`src/rtl/activation_writeback.sv`:
```
// Serializes one wide activation vector into 16-bit port-A BRAM writes, lane 0 first,
// most significant chunk of each lane first, at consecutive (wrapping) addresses.
module activation_writeback #(
    parameter int MAX_WORD_LENGTH = 32,
    parameter int LANES           = 2,
    parameter int ADDR_W          = 10
) (
    input  logic                               clk,
    input  logic                               reset,
    input  logic [ADDR_W-1:0]                  base_addr,
    input  logic                               in_valid,
    input  logic [0:LANES*MAX_WORD_LENGTH-1]   in_data,
    output logic                               in_ready,
    output logic                               WE,
    output logic [ADDR_W-1:0]                  ADDR,
    output logic [15:0]                        DI,
    output logic                               busy,
    output logic                               done,
    output logic                               wrapped
);

    localparam int VEC_W  = LANES * MAX_WORD_LENGTH;
    localparam int CHUNKS = MAX_WORD_LENGTH / 16;
    localparam int N      = LANES * CHUNKS;
    localparam int CNT_W  = $clog2(N + 1);
    localparam logic [CNT_W-1:0]  LAST_CHUNK = CNT_W'(N);
    localparam logic [ADDR_W-1:0] ADDR_MAX   = '1;

    typedef enum logic [1:0] {
        IDLE,
        WRITE,
        DONE
    } state_t;

    state_t             r_state, w_nextState;
    logic [0:VEC_W-1]   r_shift, w_nextShift;
    logic [CNT_W-1:0]   r_count, w_nextCount;
    logic               r_inReady, w_nextInReady;
    logic               r_we, w_nextWe;
    logic [ADDR_W-1:0]  r_addr, w_nextAddr;
    logic [15:0]        r_di, w_nextDi;
    logic               r_busy, w_nextBusy;
    logic               r_done, w_nextDone;
    logic               r_wrapped, w_nextWrapped;

    always_ff @(posedge clk or negedge reset) begin
        if (!reset) begin
            r_state   <= IDLE;
            r_shift   <= '0;
            r_count   <= '0;
            r_inReady <= 1'b0;
            r_we      <= 1'b0;
            r_addr    <= '0;
            r_di      <= '0;
            r_busy    <= 1'b0;
            r_done    <= 1'b0;
            r_wrapped <= 1'b0;
        end else begin
            r_state   <= w_nextState;
            r_shift   <= w_nextShift;
            r_count   <= w_nextCount;
            r_inReady <= w_nextInReady;
            r_we      <= w_nextWe;
            r_addr    <= w_nextAddr;
            r_di      <= w_nextDi;
            r_busy    <= w_nextBusy;
            r_done    <= w_nextDone;
            r_wrapped <= w_nextWrapped;
        end
    end

    // r_count holds the number of chunks already issued; the shift register always
    // presents the next chunk to write in its top 16 bits.
    always_comb begin
        w_nextState   = r_state;
        w_nextShift   = r_shift;
        w_nextCount   = r_count;
        w_nextInReady = 1'b0;
        w_nextWe      = 1'b0;
        w_nextAddr    = r_addr;
        w_nextDi      = r_di;
        w_nextBusy    = 1'b0;
        w_nextDone    = 1'b0;
        w_nextWrapped = r_wrapped;
        case (r_state)
            IDLE: begin
                w_nextInReady = 1'b1;
                if (r_inReady && in_valid) begin
                    w_nextState   = WRITE;
                    w_nextShift   = in_data << 16;
                    w_nextCount   = CNT_W'(1);
                    w_nextInReady = 1'b0;
                    w_nextWe      = 1'b1;
                    w_nextBusy    = 1'b1;
                    w_nextAddr    = base_addr;
                    w_nextDi      = in_data[0:15];
                    w_nextWrapped = 1'b0;
                end
            end
            WRITE: begin
                if (r_count == LAST_CHUNK) begin
                    w_nextState = DONE;
                    w_nextDone  = 1'b1;
                end else begin
                    w_nextCount = r_count + CNT_W'(1);
                    w_nextWe    = 1'b1;
                    w_nextBusy  = 1'b1;
                    w_nextAddr  = r_addr + ADDR_W'(1);
                    w_nextDi    = r_shift[0:15];
                    w_nextShift = r_shift << 16;
                    if (r_addr == ADDR_MAX) begin
                        w_nextWrapped = 1'b1;
                    end
                end
            end
            DONE: begin
                w_nextState   = IDLE;
                w_nextInReady = 1'b1;
            end
            default: begin
                w_nextState = IDLE;
            end
        endcase
    end

    assign in_ready = r_inReady;
    assign WE       = r_we;
    assign ADDR     = r_addr;
    assign DI       = r_di;
    assign busy     = r_busy;
    assign done     = r_done;
    assign wrapped  = r_wrapped;

endmodule

```
`config.mk`:
```
export PLATFORM = sky130hd
export DESIGN_NAME = activation_writeback
export DESIGN_NICKNAME = d
export VERILOG_FILES = /design/src/rtl/activation_writeback.sv
export SDC_FILE = /design/constraint.sdc
export NUM_CORES = 1
export LEC_CHECK = 0
export CAP_MARGIN = 10
export CORE_UTILIZATION = 43
export DETAILED_ROUTE_END_ITERATION = 12
export PLACE_DENSITY = 0.85
export SKIP_LAST_GASP = 1
export SYNTH_ARGS = -nofsm -noshare
export SYNTH_HDL_FRONTEND = slang
export SYNTH_SLANG_ARGS = --single-unit
```
`constraint.sdc`:
```
create_clock -name clk -period 1.55 [get_ports clk]
set_clock_uncertainty 0.2 [all_clocks]
set_input_delay 0.155 -clock clk [delete_from_list [all_inputs] [get_ports clk]]
set_output_delay 0.155 -clock clk [all_outputs]
set_load 0.02 [all_outputs]
```
==> metrics.md, run 1 <==
| Metric | Value |
|---|---|
| Relative slew slack | 77.0% |
| Post-layout instance area | approximately 6300 um2 |
| Clock tree from TritonCTS | yes |
| Total of buffers placed on input and output ports | 107 |
| Insertion delay to the later sink of the worst-skew pair | 0.35 ns |
| Count of routing violations after the opening detailed-route iteration | between 300 and 400 |
| Count of unique library cells instantiated by Yosys | 32 |
| Die area | 8960 um2 |
| Top sig layer | met4 |
| Row Count | 33 |
| Routed wire length | about 14 mm |
| Number of instances in the synthesized netlist | about 410 |
| Average wire per cell in the routed design | approximately 22 um |
| Number of nets at the end of the flow | between 600 and 700 |
| # diodes | 0 |
| Final count of hold timing violations | 0 |
| Crit path DAT | 1.95 ns |
| Initial core utilization | between 40% and 50% |
| Leak pwr | 2.61 nW |
| Most common cell after layout, fill and taps aside | sky130_fd_sc_hd__nand2_1 |
| CTS root buffer | sky130_fd_sc_hd__clkbuf_8 |
| Final count of negative-setup-slack endpoints | 80 |
| Horizontal die dimension | about 95 um |
| Syn avg cell area | approximately 9.1 um2 |
| H-tree depth reported by CTS | 3 |
| Peak VDD IR | approximately 1.1 mV |
| Worst reg2reg path depth | 8 |
| Share of layout cells above drive strength 1 | approximately 28% |
| Global router's overall resource usage | 28.7% |
| Met3 Routed Length | about 880 um |
| Number of flip-flops and latches in the synthesized netlist | 83 |
| R2R Path Start | r_count[1] |
| Number of nets with antenna violations after detailed routing | 0 |
| Pin count of the biggest net entering global routing | 28 |
| Standard cell core area | between 8000 and 9000 um2 |
| Number of iterations in the first detailed-routing pass | 5 |
| Routed length on met2 | 7.35 mm |
| Vias in the first global route | approximately 3,700 |
| Max capacitance violation total | 0 |
| WP data required | 1.58 ns |
| Vias per std cell | between 5 and 6 |
| Non-filler instance count after layout | around 660 |
| Sort of element at the start of the critical path | register |
| Setup slack of the critical path after layout | -0.364 ns |
| Post-route fraction of the period consumed by the critical path | 123% |
| Number of top-level pins | 108 |
| PwrDens | 2610 nW/um2 |
| R2r setup slk | -0.36 ns |
| Unrepaired setup endpoints after global routing | true |
| Number of nets in the synthesized netlist | roughly 490 |
| Number of antenna violations at the first check in global routing | 0 |
| Crit Path Max Fanout | 21 |
| Yosys warnings | 0 |
| Violated checks | negative setup slack |
| Wire length of the first global-routing pass | 19.1 mm |
| GRT Residual Overflow | 0 |
| Die H | about 95 um |
| Most frequent cells in the layout | sky130_fd_sc_hd__nand2_1, sky130_fd_sc_hd__dfrtp_1, sky130_fd_sc_hd__clkdlybuf4s50_1 |
| Clock-pin transition on the worst setup and hold timing paths | 0.09 ns |
| Final Max Tran Viols | 0 |
| Met1 WL | 5.31 mm |
| Status | finished, violations left |
| Pin slew with the least headroom to its limit | around 0.35 ns |
| Area after DPL | a little over 5000 um2 |
| Maximum number of buffers from clock root to sink | 2 |
| TritonCTS buffer count | 9 |
| Summed instance area of the synthesized netlist | 3690 um2 |
| Fraction of the yosys area taken by sequential cells | between 50% and 60% |
| Worst slack at placement | -0.302 ns |
| DRC violations left | 0 |
| Class of the most critical setup path | reg2reg |
| Maximum frequency from static timing analysis | ~520 MHz |
| GP Congestion | about 0.85 |
| Detailed Place HPWL | between 6 and 7 mm |
| Routed via count | 3,907 |
| Post-synthesis to final-layout area growth | 71.3% |
| Endpoint of the most critical register-to-register path | r_shift[16] |
| Clock net sink count | 83 |
| Worst hold margin | 0.0529 ns |
| HP Class | in2async |
| Minimum clock period | roughly 1.9 ns |
| Capturing element type of the critical path | register |
| Placed Cells incl. Taps | around 600 |
-- logic make-up after synthesis --
logic type	Yosys count	share of synthesized area, %
AOI/OAI and AO/OA	99	17.8
and+or+nand+nor	183	20.0
DFF	83	56.2
adders and majority gates	3	1.02
buffers and inverters	39	4.95
-- how the worst max path moves through the flow --
| stage | start | endpoint | slack, ns |
|---|---|---|---|
| detailed placement | in_valid | DI[1] | -0.30 |
| global route | r_count[1] | r_shift[16] | -0.41 |
| finish | r_count[1] | r_shift[16] | -0.36 |
| floorplan | r_count[0] | r_shift[10] | -0.11 |
| CTS | r_count[0] | ADDR[8] | -0.21 |
| global placement | in_valid | ADDR[8] | -0.24 |
-- worst max-delay path, cell delays in order, from the launching register on --
cell	delay [ns]
sky130_fd_sc_hd__dfrtp_1	0.40
sky130_fd_sc_hd__inv_2	0.10
sky130_fd_sc_hd__ha_4	0.16
sky130_fd_sc_hd__nand2_4	0.06
sky130_fd_sc_hd__a21oi_4	0.22
sky130_fd_sc_hd__clkinv_4	0.14
sky130_fd_sc_hd__buf_4	0.27
sky130_fd_sc_hd__nor2_1	0.17
sky130_fd_sc_hd__a31oi_1	0.07
-- cells in the mapped netlist --
cell type	instances	share of area, %
sky130_fd_sc_hd__nand4_1	3	0.51
sky130_fd_sc_hd__a31oi_1	50	8.5
sky130_fd_sc_hd__and3_1	1	0.17
sky130_fd_sc_hd__nand2_1	110	11
sky130_fd_sc_hd__or2_2	1	0.17
sky130_fd_sc_hd__inv_2	1	0.10
sky130_fd_sc_hd__buf_1	1	0.10
sky130_fd_sc_hd__and4b_1	1	0.27
sky130_fd_sc_hd__o21ai_0	7	0.95
sky130_fd_sc_hd__nand2b_1	1	0.17
sky130_fd_sc_hd__nor2_1	54	5.5
sky130_fd_sc_hd__and4bb_1	1	0.34
sky130_fd_sc_hd__buf_6	2	0.61
sky130_fd_sc_hd__nor3b_1	1	0.20
sky130_fd_sc_hd__buf_4	1	0.20
sky130_fd_sc_hd__a21oi_4	1	0.44
sky130_fd_sc_hd__a2bb2oi_1	3	0.71
sky130_fd_sc_hd__inv_1	5	0.51
sky130_fd_sc_hd__o31ai_1	1	0.20
sky130_fd_sc_hd__dfrtp_1	83	56
sky130_fd_sc_hd__or3_1	1	0.17
sky130_fd_sc_hd__clkbuf_1	15	1.5
sky130_fd_sc_hd__and4_1	1	0.24
sky130_fd_sc_hd__nor3_1	1	0.14
sky130_fd_sc_hd__a21oi_1	14	1.9
sky130_fd_sc_hd__nand3_1	6	0.81
sky130_fd_sc_hd__a22o_1	17	4.0
sky130_fd_sc_hd__a32oi_1	1	0.24
sky130_fd_sc_hd__o22ai_1	5	0.85
sky130_fd_sc_hd__ha_1	3	1.0
sky130_fd_sc_hd__buf_2	14	1.9
sky130_fd_sc_hd__nor2b_1	1	0.17
-- power by group --
group          switching, mW  total [mW]  internal (mW)
registers               1.09        4.39           3.30
logic                   5.42        10.3           4.88
clock network          0.817        1.81          0.995
total                   7.33        16.5           9.18
-- layer usage --
layer	vias to the layer above	track usage [%]
met5	-	0
met4	0	13.8
met3	54	3.38
met2	235	49.5
met1	1928	35.7
li1	1690	-
-- per-stage QoR --
| stage | TNS, ns | utilization (%) | total power, mW |
|---|---|---|---|
| 3_3_place_gp | -13.82 | 60.9 | 9.85 |
| 5_1_grt | -24.72 | 76.6 | 17.2 |
| 6_report | -21.63 | 76.6 | 16.5 |
| 2_1_floorplan | -4.68 | - | 7.81 |
| 4_1_cts | -10.32 | 72.5 | 14.8 |
| 3_5_place_dp | -17.07 | 60.9 | 10.2 |
-- area by class of cell --
cell class              instances  area [um2]
fillers                       490        1930
clock buffers                  12         155
inverters                       6        27.5
flip-flops and latches         83        2080
well taps                     105         131
repair buffers                161        1870
clock inverters                 4        72.6
multi-input cells             285        1980
-- repair_timing --
item,4_1_cts,5_1_grt
gates resized for setup,127,57
hold buffers,1,0
pin swaps,3,9
setup buffers,13,7
cloned,10,5
hold endpoints to repair,83,0
setup endpoints to repair,111,82
-- sequential cells by signal, indices dropped and copies added, names as in the netlist --
| register | cells |
|---|---|
| wrapped | 1 |
| busy | 1 |
| DI | 16 |
| r_count | 3 |
| ADDR | 10 |
| in_ready | 1 |
| r_shift | 48 |
| done | 1 |
| r_state | 2 |
Note: power is estimated with default switching activity, not from simulation.
==> run 2: changes to the inputs <==
--- a/config.mk
+++ b/config.mk
@@ -8,6 +8,7 @@
 export CAP_MARGIN = 10
 export CORE_UTILIZATION = 43
 export DETAILED_ROUTE_END_ITERATION = 12
+export GPL_TIMING_DRIVEN = 0
 export PLACE_DENSITY = 0.85
 export SKIP_LAST_GASP = 1
 export SYNTH_ARGS = -nofsm -noshare
==> run 2 against run 1 <==
Net effect:
- the run still ends with negative setup slack left
- register-to-register slack got worse by 0.03 ns
- die area did not move
- clock power fell by 8%
- non-clock buffer count rose by 10
- utilization fell by 4.2 points
- total power fell by 9.4%
- flip-flop and latch count did not move
- routed wire length fell by 10%
- setup slack got worse by 0.029 ns
- combinational power fell by 12%
- global-route usage fell by 4.4 points
- via count fell by 2.0%
- critical endpoint is now ADDR[6]
- largest cell class unchanged
==> metrics.md, run 2 (synthesis gave the netlist of run 1 again) <==
| Metric | Value |
|---|---|
| Status | finished, violations left |
| Violated checks | negative setup slack |
| Most common cell after layout, fill and taps aside | sky130_fd_sc_hd__nand2_1 |
| Power share of the sequential group | 28.2% (+1.6 points) |
| Wire length of the first global-routing pass | 16.3 mm (-15%) |
| Endpoint of the most critical register-to-register path | ADDR[6] |
| Met3 usage in global routing | 3.54% (+0.16 points) |
| Final count of negative-setup-slack endpoints | 80 (unchanged) |
| Routed wire length | 12.7 mm (-10%) |
| Number of flip-flops under the largest register name | 48 (unchanged) |
| TritonCTS buffer count | 9 (unchanged) |
| Minimum clock period | 1.94 ns (+0.0288 ns) |
| Total power of the final layout | 14.9 mW (-9.4%) |
| Clock net sink count | 83 (unchanged) |
| Pin count of the biggest net entering global routing | 55 (+96%) |
| Capturing element type of the critical path | register |
| Clock network fraction of design power | 11.1% (about the same) |
| Row Count | 33 (unchanged) |
| Met1 track demand over resource in global routing | 31.4% (-4.3 points) |
| Clock-pin transition on the worst setup and hold timing paths | 0.09 ns (about the same) |
| Setup slack of the critical path after layout | -0.393 ns (-0.0288 ns) |
| GRT Residual Overflow | 0 (unchanged) |
| Post-layout util | 72.4% (-4.2 points) |
| Post-synthesis to final-layout area growth | 61.9% |
| Class of the most critical setup path | reg2reg |
| Total of buffers placed on input and output ports | 107 (unchanged) |
| Horizontal die dimension | 94.7 um (unchanged) |
| Maximum frequency from static timing analysis | 515 MHz (-1.5%) |
| Number of iterations in the first detailed-routing pass | 5 (unchanged) |
| Setup TNS | -21.66 ns (-0.0388 ns) |
| Switch share | 44.4% (about the same) |
| Non-filler instance count after layout | 667 (+1.7%) |
| R2r setup slk | -0.39 ns (-0.03 ns) |
| Largest register by flop count | r_shift |
| Filler Cell Count | 513 (+4.7%) |
| Detailed Place HPWL | 7.32 mm (+6.2%) |
| DRC violations left | 0 (unchanged) |
| Peak VDD IR | 1.34 mV (+26%) |
| Number of nets at the end of the flow | 637 (+1.8%) |
| Crit Path Max Fanout | 9 (-57%) |
| Die H | 94.7 um (unchanged) |
| Global routing usage on met2 | 39.4% (-10 points) |
| Pin slew with the least headroom to its limit | 0.427 ns (+0.0810 ns) |
| PwrDens | 2500 nW/um2 (-4.2%) |
| WP data required | 1.63 ns (+0.05 ns) |
| Final Max Tran Viols | 0 (unchanged) |
| Sort of element at the start of the critical path | register |
| GP Congestion | 0.859 (+1.7%) |
| # diodes | 0 (unchanged) |
| Relative slew slack | 71.6% (-5.4 points) |
| Routed via count | 3,827 (-2.0%) |
| Vias in the first global route | 3,403 (-7.2%) |
| Unrepaired setup endpoints after global routing | true |
| Number of nets with antenna violations after detailed routing | 0 (unchanged) |
| HP Class | in2async |
| Most frequent cells in the layout | sky130_fd_sc_hd__nand2_1, sky130_fd_sc_hd__dfrtp_1, sky130_fd_sc_hd__clkdlybuf4s50_1 |
| R2R Path Start | r_count[1] |
| Number of top-level pins | 108 (unchanged) |
| Internal power of the cells | 8.31 mW (-9.5%) |
| Maximum number of buffers from clock root to sink | 2 (unchanged) |
| Initial core utilization | 44.7% (unchanged) |
| H-tree depth reported by CTS | 3 (unchanged) |
| Clock tree from TritonCTS | yes |
| Worst reg2reg path depth | 8 (unchanged) |
| Vias per std cell | 5.74 (-3.7%) |
| Number of antenna violations at the first check in global routing | 0 (unchanged) |
| Crit path DAT | 2.02 ns (+0.07 ns) |
| Post-route fraction of the period consumed by the critical path | 125% (+1.9 points) |
| Die area | 8960 um2 (unchanged) |
| Placed Cells incl. Taps | 620 (+1.5%) |
| Standard cell core area | 8260 um2 (unchanged) |
| Global router's overall resource usage | 24.3% (-4.4 points) |
| Final count of hold timing violations | 0 (unchanged) |
| CTS root buffer | sky130_fd_sc_hd__clkbuf_8 |
| Leak pwr | 2.54 nW (-3.0%) |
| Share of layout cells above drive strength 1 | 26.3% (-2.2 points) |
| Max capacitance violation total | 0 (unchanged) |
| Average wire per cell in the routed design | 19.0 um (-12%) |
| Net switching power | 6.64 mW (-9.4%) |
| Count of routing violations after the opening detailed-route iteration | 332 (+5.7%) |
| Layer carrying the most global-route usage | met2 |
| Insertion delay to the later sink of the worst-skew pair | 0.37 ns (+0.02 ns) |
| Share of total power in combinational logic | 60.7% (-1.7 points) |
-- run 2: how the worst max path moves through the flow --
stage	start	endpoint	slack (ns)
after floorplan	r_count[0]	r_shift[10]	-0.11
after global placement	reset	ADDR[1]	-2.90
after detailed placement	in_valid	r_shift[27]	-0.54
after CTS	r_state[0]	r_shift[3]	-0.21
after global routing	r_count[1]	r_shift[19]	-0.46
final	r_count[1]	ADDR[6]	-0.39
-- run 2: timing repair --
action	4_1_cts	5_1_grt
buffers inserted	12	11
cloned	2	7
endpoints found under the setup margin	111	86
hold buffers	1	0
hold endpoints to repair	83	0
pin swaps	4	6
resized for setup	78	121
-- run 2: final cells by class --
cell class	count	area, um2	share of cell area, %
buffer	33	293	4.90
clock buffer	15	176	2.95
clock inverter	1	30.0	0.502
inverter	6	30.0	0.502
multi-input combinational	285	1850	30.9
sequential	83	2080	34.8
tap	105	131	2.20
timing repair buffer	138	1380	23.1
timing repair inverter	1	7.51	0.126
-- run 2: power groups by stage --
stage / clock network, mW / registers [mW] / logic, mW
3_5_place_dp: 0 / 4.04 / 5.95
3_3_place_gp: 0 / 3.98 / 5.74
4_1_cts: 1.61 / 3.98 / 6.63
2_1_floorplan: 0 / 4.34 / 3.47
6_report: 1.66 / 4.22 / 9.07
5_1_grt: 1.72 / 4.33 / 9.63
-- run 2: worst max-delay path: stages (launching register included) --
cell                         delay (ns)
sky130_fd_sc_hd__dfrtp_1           0.41
sky130_fd_sc_hd__inv_2             0.09
sky130_fd_sc_hd__ha_4              0.15
sky130_fd_sc_hd__nand2_4           0.05
sky130_fd_sc_hd__a21oi_4           0.29
sky130_fd_sc_hd__clkinvlp_4        0.18
sky130_fd_sc_hd__buf_12            0.17
sky130_fd_sc_hd__buf_4             0.16
sky130_fd_sc_hd__a2bb2oi_1         0.17
-- run 2: metal layers --
metal | vias up | routed length (um)
li1 | 1694 | -
met1 | 1864 | 5040
met2 | 221 | 6250
met3 | 48 | 858
met4 | 0 | 539
met5 | - | 0
-- run 2: stage by stage --
stage	hold slack, ns	worst slack (ns)	cell area [um2]
after global routing	0.113	-0.455	5980
after floorplan	-0.341	-0.111	3720
final	0.0752	-0.393	5980
after global placement	0.280	-2.90	4920
after detailed placement	-0.0901	-0.540	4950
after CTS	0.0757	-0.211	5370
==> run 3: changes to the inputs <==
--- a/config.mk
+++ b/config.mk
@@ -6,10 +6,11 @@
 export NUM_CORES = 1
 export LEC_CHECK = 0
 export CAP_MARGIN = 10
-export CORE_UTILIZATION = 43
+export CORE_UTILIZATION = 51
 export DETAILED_ROUTE_END_ITERATION = 12
+export GPL_ROUTABILITY_DRIVEN = 0
 export GPL_TIMING_DRIVEN = 0
-export PLACE_DENSITY = 0.85
+export PLACE_DENSITY = 0.93
 export SKIP_LAST_GASP = 1
 export SYNTH_ARGS = -nofsm -noshare
 export SYNTH_HDL_FRONTEND = slang
==> constraint.sdc (replaced) <==
create_clock -name clk -period 2.5 [get_ports clk]
set_clock_uncertainty 0.2 [all_clocks]
set_input_delay 0.25 -clock clk [delete_from_list [all_inputs] [get_ports clk]]
set_output_delay 0.25 -clock clk [all_outputs]
set_load 0.02 [all_outputs]
==> run 3 against run 2 <==
Net effect:
- the run now ends clean
- first-iteration DRC count shrank 34%
- combinational power shrank 59%
- clock-buffer cell count shrank 4
- register-to-register slack gained 0.86 ns
- sequential power shrank 41%
- sequential share of layout area grew 5.4 points
- routed wire length shrank 23%
- non-clock buffer count shrank 29
- worst hold slack gained 0.054 ns
- setup slack gained 0.86 ns
- utilization grew 2.3 points
- largest cell class unchanged
==> metrics.md, run 3 (synthesis gave the netlist of run 1 again) <==
| Metric | Value |
|---|---|
| Status | finished clean |
| Routed wire length | 9.81 mm (-23%) |
| Crit Path Max Fanout | 10 (+1) |
| Detailed Place HPWL | 7.29 mm (-0.46%) |
| Peak VDD IR | 0.669 mV (-50%) |
| Vias per std cell | 5.50 (-4.2%) |
| Number of nets with antenna violations after detailed routing | 0 (unchanged) |
| Resized Gates After CTS | 0 (-100%) |
| Global router's overall resource usage | 27.8% (+3.6 points) |
| Clock-pin transition on the worst setup and hold timing paths | 0.08 ns (about the same) |
| Final count of hold timing violations | 0 (unchanged) |
| Average wire per cell in the routed design | 15.6 um (-18%) |
| # diodes | 0 (unchanged) |
| H-tree depth reported by CTS | 3 (unchanged) |
| Final count of negative-setup-slack endpoints | 0 (-100%) |
| Leak pwr | 2.22 nW (-12%) |
| Vias in the first global route | 3,385 (-0.53%) |
| Maximum frequency from static timing analysis | 491 MHz (-4.6%) |
| Capturing element type of the critical path | register |
| PwrDens | 1430 nW/um2 (-43%) |
| DRC violations left | 0 (unchanged) |
| Max capacitance violation total | 0 (unchanged) |
| Clock tree from TritonCTS | yes |
| Delay contributed by the slowest stage of the critical path | 0.42 ns (about the same) |
| Die area | 7590 um2 (-15%) |
| Maximum number of buffers from clock root to sink | 2 (unchanged) |
| Cts-stage hold buffer count | 1 (unchanged) |
| Post-route fraction of the period consumed by the critical path | 81.5% (-44 points) |
| Number of top-level pins | 108 (unchanged) |
| Largest register by flop count | r_shift |
| WP data required | 2.50 ns (+0.87 ns) |
| Filler Cell Count | 495 (-3.5%) |
| Row Count | 30 (-9.1%) |
| Pin slew with the least headroom to its limit | 0.488 ns (+0.0617 ns) |
| Clock net sink count | 83 (unchanged) |
| Pin count of the biggest net entering global routing | 61 (+11%) |
| Initial core utilization | 53.5% (+8.8 points) |
| Buf/Inv on CP | 3 (-1) |
| Most frequent cells in the layout | sky130_fd_sc_hd__nand2_1, sky130_fd_sc_hd__clkdlybuf4s50_1, sky130_fd_sc_hd__dfrtp_1 |
| Number of nets at the end of the flow | 607 (-4.7%) |
| Minimum clock period | 2.04 ns (+0.0937 ns) |
| Unrepaired setup endpoints after global routing | false |
| Most common cell after layout, fill and taps aside | sky130_fd_sc_hd__nand2_1 |
| Worst hold margin | 0.129 ns (+0.0538 ns) |
| CTS root buffer | sky130_fd_sc_hd__clkbuf_8 |
| Family with the most delay on the worst path | buffers and inverters |
| Wire length of the first global-routing pass | 15.9 mm (-2.7%) |
| Number of flip-flops under the largest register name | 48 (unchanged) |
| Relative slew slack | 67.4% (-4.1 points) |
| Insertion delay to the later sink of the worst-skew pair | 0.36 ns (about the same) |
| GRT Residual Overflow | 0 (unchanged) |
| Total power of the final layout | 7.36 mW (-51%) |
| Routed via count | 3,452 (-9.8%) |
| TritonCTS buffer count | 9 (unchanged) |
| Count of routing violations after the opening detailed-route iteration | 220 (-34%) |
| Sort of element at the start of the critical path | register |
| Class of the most critical setup path | reg2reg |
| Number of iterations in the first detailed-routing pass | 5 (unchanged) |
| Horizontal die dimension | 87.1 um (-8.0%) |
| Post-CTS Setup Repair Bufs | 0 (-12) |
| Post-synthesis to final-layout area growth | 39.7% |
| Slowest cell on the critical path | sky130_fd_sc_hd__dfrtp_1 |
| Number of antenna violations at the first check in global routing | 0 (unchanged) |
| Final Max Tran Viols | 0 (unchanged) |
| Share of layout cells above drive strength 1 | 6.95% (-19 points) |
| Total of buffers placed on input and output ports | 107 (unchanged) |
| Die H | 87.1 um (-8.0%) |
| Crit path DAT | 2.04 ns (+0.02 ns) |
| Standard cell core area | 6910 um2 (-16%) |
| HP Class | in2async |
| Sequence of cells on the critical path | inv_1 > ha_1 > nand2_1 > a21oi_4 > inv_2 > buf_2 > nor2_1 > a31oi_1 |
## run 3: stage by stage
| step | utilization (%) | TNS [ns] | setup WS, ns | cell area [um2] | std cells |
|---|---|---|---|---|---|
| 6_report | 74.7 | 0 | 0.464 | 5160 | 628 |
| 5_1_grt | 74.7 | 0 | 0.288 | 5160 | 628 |
| 4_1_cts | 74.7 | 0 | 0.468 | 5160 | 628 |
| 3_5_place_dp | 71.1 | 0 | 0.328 | 4910 | 611 |
| 3_3_place_gp | 70.7 | -141.30 | -1.71 | 4880 | 610 |
| 2_1_floorplan | - | 0 | 0.795 | 3690 | 407 |
## run 3: metal layers
layer	track usage, %	wire, um	vias up
met5	0	0	-
met4	16.5	365	0
met3	3.79	591	26
met2	44.3	4610	143
met1	36.7	4240	1637
li1	-	-	1646
## run 3: worst reg2reg max path, cell delays in order (launching register included)
cell and delay (ns):
sky130_fd_sc_hd__dfrtp_1 0.42, sky130_fd_sc_hd__inv_1 0.08, sky130_fd_sc_hd__ha_1 0.19, sky130_fd_sc_hd__nand2_1 0.14
sky130_fd_sc_hd__a21oi_4 0.30, sky130_fd_sc_hd__inv_2 0.15, sky130_fd_sc_hd__buf_2 0.21, sky130_fd_sc_hd__nor2_1 0.14
sky130_fd_sc_hd__a31oi_1 0.07
## run 3: power breakdown
| part | switching (mW) | internal, mW |
|---|---|---|
| clock | 0.483 | 0.688 |
| sequential | 0.459 | 2.04 |
| combinational | 2.17 | 1.52 |
## run 3: area by class of cell
type | count | area (um2) | area share (%)
buffer | 33 | 160 | 3.10
multi-input combinational | 285 | 1430 | 27.8
sequential | 83 | 2080 | 40.2
timing repair buffer | 109 | 1110 | 21.4
clock inverter | 5 | 100 | 1.94
clock buffer | 11 | 141 | 2.74
inverter | 6 | 22.5 | 0.436
tap | 96 | 120 | 2.33
## run 3: path summary, 6_finish.rpt
path | from | endpoint | slack [ns] | depth (start not counted)
min | reset | in_ready | 0.13 | 2
max reg2reg | r_count[0] | r_shift[25] | 0.46 | 8
max | r_count[0] | r_shift[25] | 0.46 | 8
min in group clk | in_data[0] | DI[15] | 0.26 | 3
max in group asynchronous | reset | DI[6] | 1.39 | 3
min reg2reg | r_shift[41] | r_shift[41] | 0.30 | 1
